`config.mk`:
```
export PLATFORM = sky130hd
export DESIGN_NAME = uart_imem_loader
export DESIGN_NICKNAME = d
export VERILOG_FILES = /design/src/rtl/loader_pkg.sv /design/src/rtl/uart_imem_loader_uart_rx.sv /design/src/rtl/uart_imem_loader.sv
export SDC_FILE = /design/constraint.sdc
export NUM_CORES = 1
export LEC_CHECK = 0
export ABC_AREA = 1
export CORE_AREA = 5 5 102 104
export CTS_CLUSTER_DIAMETER = 100
export DETAILED_ROUTE_END_ITERATION = 10
export DIE_AREA = 0 0 107 109
export PLACE_DENSITY = 0.76
export SYNTH_ARGS = -nofsm -noshare
export SYNTH_HDL_FRONTEND = slang
export SYNTH_SLANG_ARGS = --single-unit
```
`constraint.sdc`:
```
create_clock -name CLK -period 4.15 [get_ports CLK]
set_input_delay 0.83 -clock CLK [delete_from_list [all_inputs] [get_ports CLK]]
set_output_delay 0.83 -clock CLK [all_outputs]
set_load 0.02 [all_outputs]
```
`src/rtl/loader_pkg.sv`:
```
// Shared constants, state encodings and address helper for the UART
// instruction-memory boot loader.
package loader_pkg;

  localparam logic [7:0] SYNC_BYTE         = 8'hA5;
  localparam int         MAX_WORDS_DEFAULT = 14;

  typedef enum logic [2:0] {
    IDLE  = 3'd0,
    COUNT = 3'd1,
    DATA  = 3'd2,
    WRITE = 3'd3,
    DONE  = 3'd4
  } ld_state_t;

  typedef enum logic [1:0] {
    RX_IDLE  = 2'd0,
    RX_START = 2'd1,
    RX_DATA  = 2'd2,
    RX_STOP  = 2'd3
  } rx_state_t;

  // Word index to memory byte address.
  function automatic logic [31:0] word_addr(input logic [3:0] idx);
    return {26'd0, idx, 2'b00};
  endfunction

endpackage

```
`src/rtl/uart_imem_loader_uart_rx.sv`:
```
// 8N1 UART receiver: 2-flop synchroniser, mid-bit sampling, one-cycle
// rx_valid / rx_ferr pulses.
module uart_rx
  import loader_pkg::*;
#(
  parameter int CLKS_PER_BIT = 87
) (
  input  logic       CLK,
  input  logic       RST,
  input  logic       rx,
  output logic       rx_valid,
  output logic [7:0] rx_byte,
  output logic       rx_ferr
);

  localparam int TW = (CLKS_PER_BIT > 1) ? $clog2(CLKS_PER_BIT) : 1;
  localparam logic [TW-1:0] LAST_TICK = TW'(CLKS_PER_BIT - 1);
  localparam logic [TW-1:0] HALF_TICK = TW'(CLKS_PER_BIT / 2 - 1);

  logic            r_sync1;
  logic            r_sync2;
  rx_state_t       r_state;
  logic [TW-1:0]   r_timer;
  logic [2:0]      r_bit_idx;
  logic [7:0]      r_shift;
  logic            r_wait_high;

  // Receive state machine; after a framing error it waits for a high line before re-arming.
  always_ff @(posedge CLK or posedge RST) begin
    if (RST) begin
      r_sync1     <= 1'b1;
      r_sync2     <= 1'b1;
      r_state     <= RX_IDLE;
      r_timer     <= '0;
      r_bit_idx   <= 3'd0;
      r_shift     <= 8'd0;
      r_wait_high <= 1'b0;
      rx_valid    <= 1'b0;
      rx_byte     <= 8'd0;
      rx_ferr     <= 1'b0;
    end else begin
      r_sync1  <= rx;
      r_sync2  <= r_sync1;
      rx_valid <= 1'b0;
      rx_ferr  <= 1'b0;
      case (r_state)
        RX_IDLE: begin
          r_timer <= '0;
          if (r_wait_high) begin
            if (r_sync2) r_wait_high <= 1'b0;
          end else if (!r_sync2) begin
            r_state <= RX_START;
          end
        end
        RX_START: begin
          if (r_timer == HALF_TICK) begin
            r_timer   <= '0;
            r_bit_idx <= 3'd0;
            r_state   <= r_sync2 ? RX_IDLE : RX_DATA;
          end else begin
            r_timer <= r_timer + 1'b1;
          end
        end
        RX_DATA: begin
          if (r_timer == LAST_TICK) begin
            r_timer   <= '0;
            r_shift   <= {r_sync2, r_shift[7:1]};
            r_bit_idx <= r_bit_idx + 3'd1;
            if (r_bit_idx == 3'd7) r_state <= RX_STOP;
          end else begin
            r_timer <= r_timer + 1'b1;
          end
        end
        RX_STOP: begin
          if (r_timer == LAST_TICK) begin
            r_timer <= '0;
            r_state <= RX_IDLE;
            if (r_sync2) begin
              rx_valid <= 1'b1;
              rx_byte  <= r_shift;
            end else begin
              rx_ferr     <= 1'b1;
              r_wait_high <= 1'b1;
            end
          end else begin
            r_timer <= r_timer + 1'b1;
          end
        end
        default: r_state <= RX_IDLE;
      endcase
    end
  end

endmodule

```
`src/rtl/uart_imem_loader.sv`:
```
// UART boot loader: parses A5/N/data frames, packs little-endian words and
// drives one-cycle instruction-memory writes while holding the core off.
module uart_imem_loader
  import loader_pkg::*;
#(
  parameter int CLKS_PER_BIT = 87,
  parameter int MAX_WORDS    = MAX_WORDS_DEFAULT
) (
  input  logic        CLK,
  input  logic        RST,
  input  logic        rx,
  output logic        imem_we,
  output logic [31:0] imem_addr,
  output logic [31:0] imem_wd,
  output logic        core_hold,
  output logic        load_done,
  output logic        load_err
);

  localparam logic [7:0] MAX_N = 8'(MAX_WORDS);

  logic       w_rx_valid;
  logic [7:0] w_rx_byte;
  logic       w_rx_ferr;

  ld_state_t   r_state;
  logic [3:0]  r_n;
  logic [3:0]  r_word_idx;
  logic [1:0]  r_byte_idx;
  logic [31:0] r_asm;

  uart_rx #(.CLKS_PER_BIT(CLKS_PER_BIT)) u_rx (
    .CLK      (CLK),
    .RST      (RST),
    .rx       (rx),
    .rx_valid (w_rx_valid),
    .rx_byte  (w_rx_byte),
    .rx_ferr  (w_rx_ferr)
  );

  // Loader FSM; the write strobe is registered on the 4th byte so it is high during WRITE.
  always_ff @(posedge CLK or posedge RST) begin
    if (RST) begin
      r_state    <= IDLE;
      r_n        <= 4'd0;
      r_word_idx <= 4'd0;
      r_byte_idx <= 2'd0;
      r_asm      <= 32'd0;
      imem_we    <= 1'b0;
      imem_addr  <= 32'd0;
      imem_wd    <= 32'd0;
      core_hold  <= 1'b0;
      load_done  <= 1'b0;
      load_err   <= 1'b0;
    end else begin
      imem_we   <= 1'b0;
      imem_addr <= 32'd0;
      imem_wd   <= 32'd0;
      load_done <= 1'b0;
      case (r_state)
        IDLE: begin
          if (w_rx_valid && (w_rx_byte == SYNC_BYTE)) begin
            load_err <= 1'b0;
            r_state  <= COUNT;
          end
        end
        COUNT: begin
          if (w_rx_ferr) begin
            load_err <= 1'b1;
            r_state  <= IDLE;
          end else if (w_rx_valid) begin
            if ((w_rx_byte != 8'd0) && (w_rx_byte <= MAX_N)) begin
              r_n        <= w_rx_byte[3:0];
              r_word_idx <= 4'd0;
              r_byte_idx <= 2'd0;
              core_hold  <= 1'b1;
              r_state    <= DATA;
            end else begin
              load_err <= 1'b1;
              r_state  <= IDLE;
            end
          end
        end
        DATA: begin
          if (w_rx_ferr) begin
            load_err <= 1'b1;
            r_state  <= IDLE;
          end else if (w_rx_valid) begin
            r_asm[{r_byte_idx, 3'b000} +: 8] <= w_rx_byte;
            r_byte_idx <= r_byte_idx + 2'd1;
            if (r_byte_idx == 2'd3) begin
              imem_we   <= 1'b1;
              imem_addr <= word_addr(r_word_idx);
              imem_wd   <= {w_rx_byte, r_asm[23:0]};
              r_state   <= WRITE;
            end
          end
        end
        WRITE: begin
          if (r_word_idx == (r_n - 4'd1)) begin
            load_done <= 1'b1;
            r_state   <= DONE;
          end else begin
            r_word_idx <= r_word_idx + 4'd1;
            r_byte_idx <= 2'd0;
            r_state    <= DATA;
          end
        end
        DONE: begin
          core_hold <= 1'b0;
          r_state   <= IDLE;
        end
        default: r_state <= IDLE;
      endcase
    end
  end

endmodule

```
# --- Yosys cells after proc, flatten, opt, wreduce, memory -nomap -nowiden ---
# Cells that the tools add are included.
totals:
  register_bits: 146
  inputBits: 3
  output_inout_bits: 68
  wordCells: 157
classes:
  shift: 2
  eq_ne: 32
  order_cmp: 1
  n_reduce_logical: 24
  mux: 70
  add_sub_neg: 6
  n_bitwise: 1
ops:
  columns: ["operator", "n"]
  rows:
  - ["2-to-1 mux 32 bit", 4]
  - ["bitwise mux 32 bit", 1]
  - ["variable shift 8 x 7 -> 32 bit (first input constant)", 1]
  - ["variable part select 8 x 7 -> 32 bit", 1]
  - ["2-to-1 mux 2 bit", 14]
  - ["2-to-1 mux 3 bit", 9]
  - ["2-to-1 mux 6 bit", 4]
  - ["2-to-1 mux 1 bit", 23]
  - ["one-hot mux 7 bit (3 select lines)", 1]
  - ["2-to-1 mux 4 bit", 4]
  - ["inequality test 2 bit (second input constant)", 8]
  - ["2-to-1 mux 7 bit", 2]
  - ["inequality test 2 x 1 -> 1 bit (second input constant)", 7]
  - ["one-hot mux 3 bit (4 select lines)", 1]
  - ["AND reduction 3 bit", 4]
  - ["AND reduction 4 bit", 3]
  - ["AND reduction 5 bit", 2]
  - ["equality test 8 bit (second input constant)", 1]
  - ["less-or-equal comparator 8 x 4 -> 1 bit (second input constant)", 1]
  - ["one-hot mux 2 bit (4 select lines)", 1]
  - ["one-hot mux 4 bit (2 select lines)", 1]
  - ["nonzero test 2 bit", 4]
  - ["nonzero test 8 bit", 1]
  - ["adder 7 x 1 -> 7 bit (second input constant)", 1]
  - ["28 further kinds", 37]

# --- Depth between registers and ports, before layout ---
logic_depth:
  ltp_word: 6
  mapped_depth: 12

# --- Modules after synthesis ---
# Synthesis repeated with hierarchy kept, for this count alone.
hier_totals:
  hier_cells: 539
  area_unflattened_um2: 4931.0
modules_own_cells:
  columns: ["mod", "cells_per_inst", "seq_area_each_um2", "n_inst", "area_per_inst_um2"]
  rows:
  - ["uart_imem_loader", 384, 1926.8, 1, 3488.3]
  - ["uart_rx", 155, 828.3, 1, 1442.6]

# --- Worst setup path after synthesis ---
# Ideal clock, no wire load.
synth_path:
  path_type: "reg-to-reg"
  startpoint: "reg r_byte_idx[0]"
  endpoint: "reg r_asm[0]"
  path_slack_ns: 2.519
  t_arrival_ns: 1.555
  period_less_slack_ns: 1.631
  path_stages_with_launch: 6
  required_ns: 4.074
  n_path_buf: 0
  path_cell_list: "dfrtp_1 inv_1 ha_1 nor3_1 nand3_1 o21ai_1"
synth_between:
  elab_chain_len: 3
synth_rtl:
  columns: ["element", "line", "text"]
  rows:
  - ["from (decl)", "uart_imem_loader.sv:29", "logic [1:0] r_byte_idx;"]
  - ["from (signal assigned)", "uart_imem_loader.sv:90", "r_byte_idx <= r_byte_idx + 2'd1;"]
  - ["negation 5 -> 7 bit *", "uart_imem_loader.sv:89", "r_asm[{r_byte_idx, 3'b000} +: 8] <= w_rx_byte;"]
  - ["variable part select 8 x 7 -> 32 bit or variable shift 8 x 7 -> 32 bit (tied branches)", "uart_imem_loader.sv:89", null]
  - ["bitwise mux 32 bit *", "uart_imem_loader.sv:89", null]
  - ["to (signal, indexed assignment)", "uart_imem_loader.sv:89", null]
  - ["to (decl)", "uart_imem_loader.sv:30", "logic [31:0] r_asm;"]
# Every way passes the cells marked *; elsewhere a longest branch is shown, timed or not.
# A chain may end at the register's enable or synchronous reset.

# --- Worst setup path in the final report ---
layout_path:
  startpoint: "reg load_err"
  endpoint: "out load_err"
layout_lines:
  columns: ["element", "line", "text"]
  rows:
  - ["from (decl)", "uart_imem_loader.sv:17", "output logic load_err"]
  - ["from (signal assigned)", "uart_imem_loader.sv:54", "load_err <= 1'b0;"]
  - ["from (signal assigned)", "uart_imem_loader.sv:63", "load_err <= 1'b0;"]
  - ["from (signal assigned)", "uart_imem_loader.sv:69", "load_err <= 1'b1;"]
# No word-level cell between the ends.

==> results.md <==
### Placement
- **worst slack after detailed placement** 1.71 ns
- **routability cong.** 0.878
- **post-detail-place hpwl** 6140 microns
- **post-placement cell area** 5290 sq um
- **IO Port Bufs** 42

### Yosys
- **per-instance average area after synthesis** 9.10 sq um
- **area of the mapped netlist** 4960 sq um
- **sequential-to-total area share from yosys stat** 55.5%
- **count of different cell masters after synthesis** 32
- **Synth area leader** dfrtp_1
- **Synth Warn #** 0
- **area share of the leading cell type in the synthesized netlist** 54.5%
- **top cells by area in the synthesized netlist** dfrtp_1 54%, nand2_1 6.7%, inv_1 6.1%, buf_4 4.8%, nor2_1 4.8%
- **Cells after Synth** 545
- **flop and latch count out of synthesis** 110

### Worst hold path
- **Min-Delay Path Class** flip-flop to flip-flop

### STA
- **crit share post-route** 52.5%
- **worst clock skew** 0.0213 ns
- **Rel. slew slack** 30.2%
- **hold violation count in the final report** 0
- **post-route minimum period** 2.18 ns
- **Setup Viol. Count Final** 0
- **Setup TNS Final** 0 ns
- **setup repair after global routing missed its margin** false
- **Slew @ Worst Pin** 1.05 ns
- **maximum operating frequency** 0.459 GHz
- **Worst Slack Setup Final** 1.97 ns
- **count of final max-slew check failures** 0

### Power
- **LEAKAGE** 0.00265 uW
- **peak supply drop** 0.000181 V
- **Cell Pwr Density** 359 nW/um^2

### Critical path
- **arrival time at the worst endpoint** 1.35 ns
- **CP Max Fanout** 2
- **count of buffering cells on the critical path with inverters included** 1
- **sort of element at the end of the critical path** output pin
- **CP startpoint kind** flip-flop
- **ordered list of cells on the worst path** clkdlybuf4s50_1
- **CP Class** flip-flop to output pin
- **Slowest Stage Delay on Critical Path** 0.61 ns
- **WP data required** 3.32 ns
- **cell with the biggest individual delay on the critical path** clkdlybuf4s50_1
- **family with the most delay on the worst path** buffers and inverters

### Clock tree
- **Clock Sinks** 110
- **clock root cell** clkbuf_8
- **depth of the CTS H-tree** 3
- **number of buffers added by the clock tree synthesis step** 9
- **clock edge transition at the registers on the reported setup and hold paths** 0.10 ns
- **cts repair resizes** 0
- **maximum buffer depth of the clock tree** 2
- **CTS tree** yes
- **worst-skew pair later-pin latency** 0.38 ns
- **count of buffers added by post-CTS timing repair for setup** 0
- **cts-stage hold buffer count** 0

### Global route
- **total congestion overflow** 0
- **largest net degree at the start of global routing** 91
- **total routing resource utilization after global routing** 16.1%
- **first-pass GRT wire length** 14900 microns
- **number of global-route vias before repair** 3271
- **number of antenna violations at the first check in global routing** 0

### Drt
- **count of unresolved DRC violations after routing** 0
- **Total Wirelength** 8840 microns
- **number of violations reported at the end of detailed-routing iteration 0** 159
- **remaining antenna violation count** 0
- **via count** 3474
- **average detailed-routed wire length per instance** 12.6 microns
- **DRT Pass-1 Iters** 4
- **vias per cell** 4.96

### Run
- **maxcap violations** 0

### Cells and area
- **Diodes inserted** 0
- **Final Cell Area** 5510 sq um
- **layout cells sized above 1** 6.13%
- **filler instances** 818
- **Synth-to-Final Area Change** 11.0%
- **net total in the final layout** 601

### Floorplanning
- **Die Span Y** 109 microns
- **io pins** 71
- **floorplan row count** 36
- **total die area** 11700 sq um
- **initial cell density of the core** 52.4%
- **DIE WIDTH** 107 microns
- **placeable core area** 9460 sq um

### Run status
- **outcome** complete, no violations

==> cell usage after synthesis <==
master / count
nor3b_1: 1
o21a_1: 1
conb_1: 1
buf_2: 3
nor3_1: 5
clkbuf_2: 1
nand4_1: 19
nand2_2: 3
nand3b_1: 1
nand3_2: 2
dfrtp_1: 108
nand3_1: 28
xor2_1: 4
buf_6: 7
dfstp_2: 2
and3_1: 3
a31oi_1: 1
clkbuf_1: 1
o21ai_0: 40
xnor2_1: 2
o21ai_1: 14
o31ai_1: 1
nor2_4: 1
a21oi_1: 5
ha_1: 16
buf_4: 32
inv_1: 80
or2_2: 2
inv_2: 6
nand2_1: 89
nor2_2: 2
nor2_1: 64
==> where the power goes <==
| part | switching [uW] | leakage [uW] | internal, uW |
|---|---|---|---|
| clock | 391 | 0.000104 | 292 |
| sequential | 17.9 | 0.00152 | 1090 |
| combinational | 134 | 0.00102 | 51.0 |
| total | 543 | 0.00265 | 1440 |
==> metrics by stage <==
step / hold slack (ns) / std cells / util [%] / power (uW)
3_3_place_gp: 0.348 / 685 / 56.0 / 1310
2_1_floorplan: 0.345 / 572 / - / 1300
5_1_grt: 0.368 / 701 / 58.2 / 2070
6_report: 0.364 / 701 / 58.2 / 1980
4_1_cts: 0.367 / 701 / 58.2 / 1990
3_5_place_dp: 0.351 / 685 / 56.0 / 1320
==> logic make-up (layout without fill, tap and decap cells) <==
group,after synthesis,in the layout,share of synthesized area [%]
flops,110,110,55.5
fa+ha+maj,16,16,4.04
xor+xnor,6,6,1.06
other cells,1,28,0.0756
compound gates,62,62,6.38
buf+inv,130,145,13.4
simple gates,220,220,19.5
==> cells in the final DEF, fill, tap and decap left out, drive strengths merged <==
| cell | Yosys | layout |
|---|---|---|
| dfrtp | 108 | 108 |
| nand2 | 92 | 92 |
| inv | 86 | 89 |
| nor2 | 67 | 67 |
| o21ai | 54 | 54 |
| clkdlybuf4s50 | 0 | 42 |
| nand3 | 30 | 30 |
| conb | 1 | 28 |
| nand4 | 19 | 19 |
| ha | 16 | 16 |
| clkbuf | 2 | 9 |
| nor3 | 5 | 5 |
| a21oi | 5 | 5 |
| xor2 | 4 | 4 |
| and3 | 3 | 3 |
| xnor2 | 2 | 2 |
| or2 | 2 | 2 |
| dfstp | 2 | 2 |
| clkinv | 0 | 2 |
| o21a | 1 | 1 |
| o31ai | 1 | 1 |
| a31oi | 1 | 1 |
| nand3b | 1 | 1 |
| nor3b | 1 | 1 |
| clkinvlp | 0 | 1 |
| bufinv | 0 | 1 |
| buf | 42 | 1 |
==> final cells by class <==
| type | count | area, sq um | area share, % |
|---|---|---|---|
| repair buffers | 43 | 428 | 7.77 |
| inverters | 86 | 325 | 5.91 |
| multi-input cells | 332 | 1640 | 29.8 |
| clock buffers | 9 | 124 | 2.25 |
| clock inverters | 7 | 88.8 | 1.61 |
| flip-flops and latches | 110 | 2760 | 50.0 |
| well taps | 114 | 143 | 2.59 |
==> worst paths after layout <==
check | to | cells past startpoint | slack [ns] | from
min in group asynchronous | u_rx.r_timer[5] | 2 | 1.05 | RST
worst min register to register | u_rx.r_sync2 | 0 | 0.36 | u_rx.r_sync1
max in group asynchronous | u_rx.r_shift[1] | 3 | 2.19 | RST
worst min-delay path | u_rx.r_sync2 | 0 | 0.36 | u_rx.r_sync1
worst max-delay path | load_err | 1 | 1.97 | load_err
worst max register to register | r_asm[5] | 5 | 2.12 | r_byte_idx[0]
==> sequential cells by signal, indices dropped and copies added (netlist names), 2 cells and up, named ones only <==
signal	count
imem_wd	32
r_asm	24
u_rx.r_shift	8
u_rx.rx_byte	8
u_rx.r_timer	7
imem_addr	4
r_n	4
r_word_idx	4
r_state	3
u_rx.r_bit_idx	3
r_byte_idx	2
==> metal layers <==
layer | wire, microns | global-route usage, % | vias up
li1 | - | - | 1718
met1 | 3820 | 20.3 | 1645
met2 | 4360 | 26.1 | 88
met3 | 404 | 4.14 | 23
met4 | 255 | 7.85 | 0
met5 | 0 | 0 | -
(Power assumes the default switching activity.)
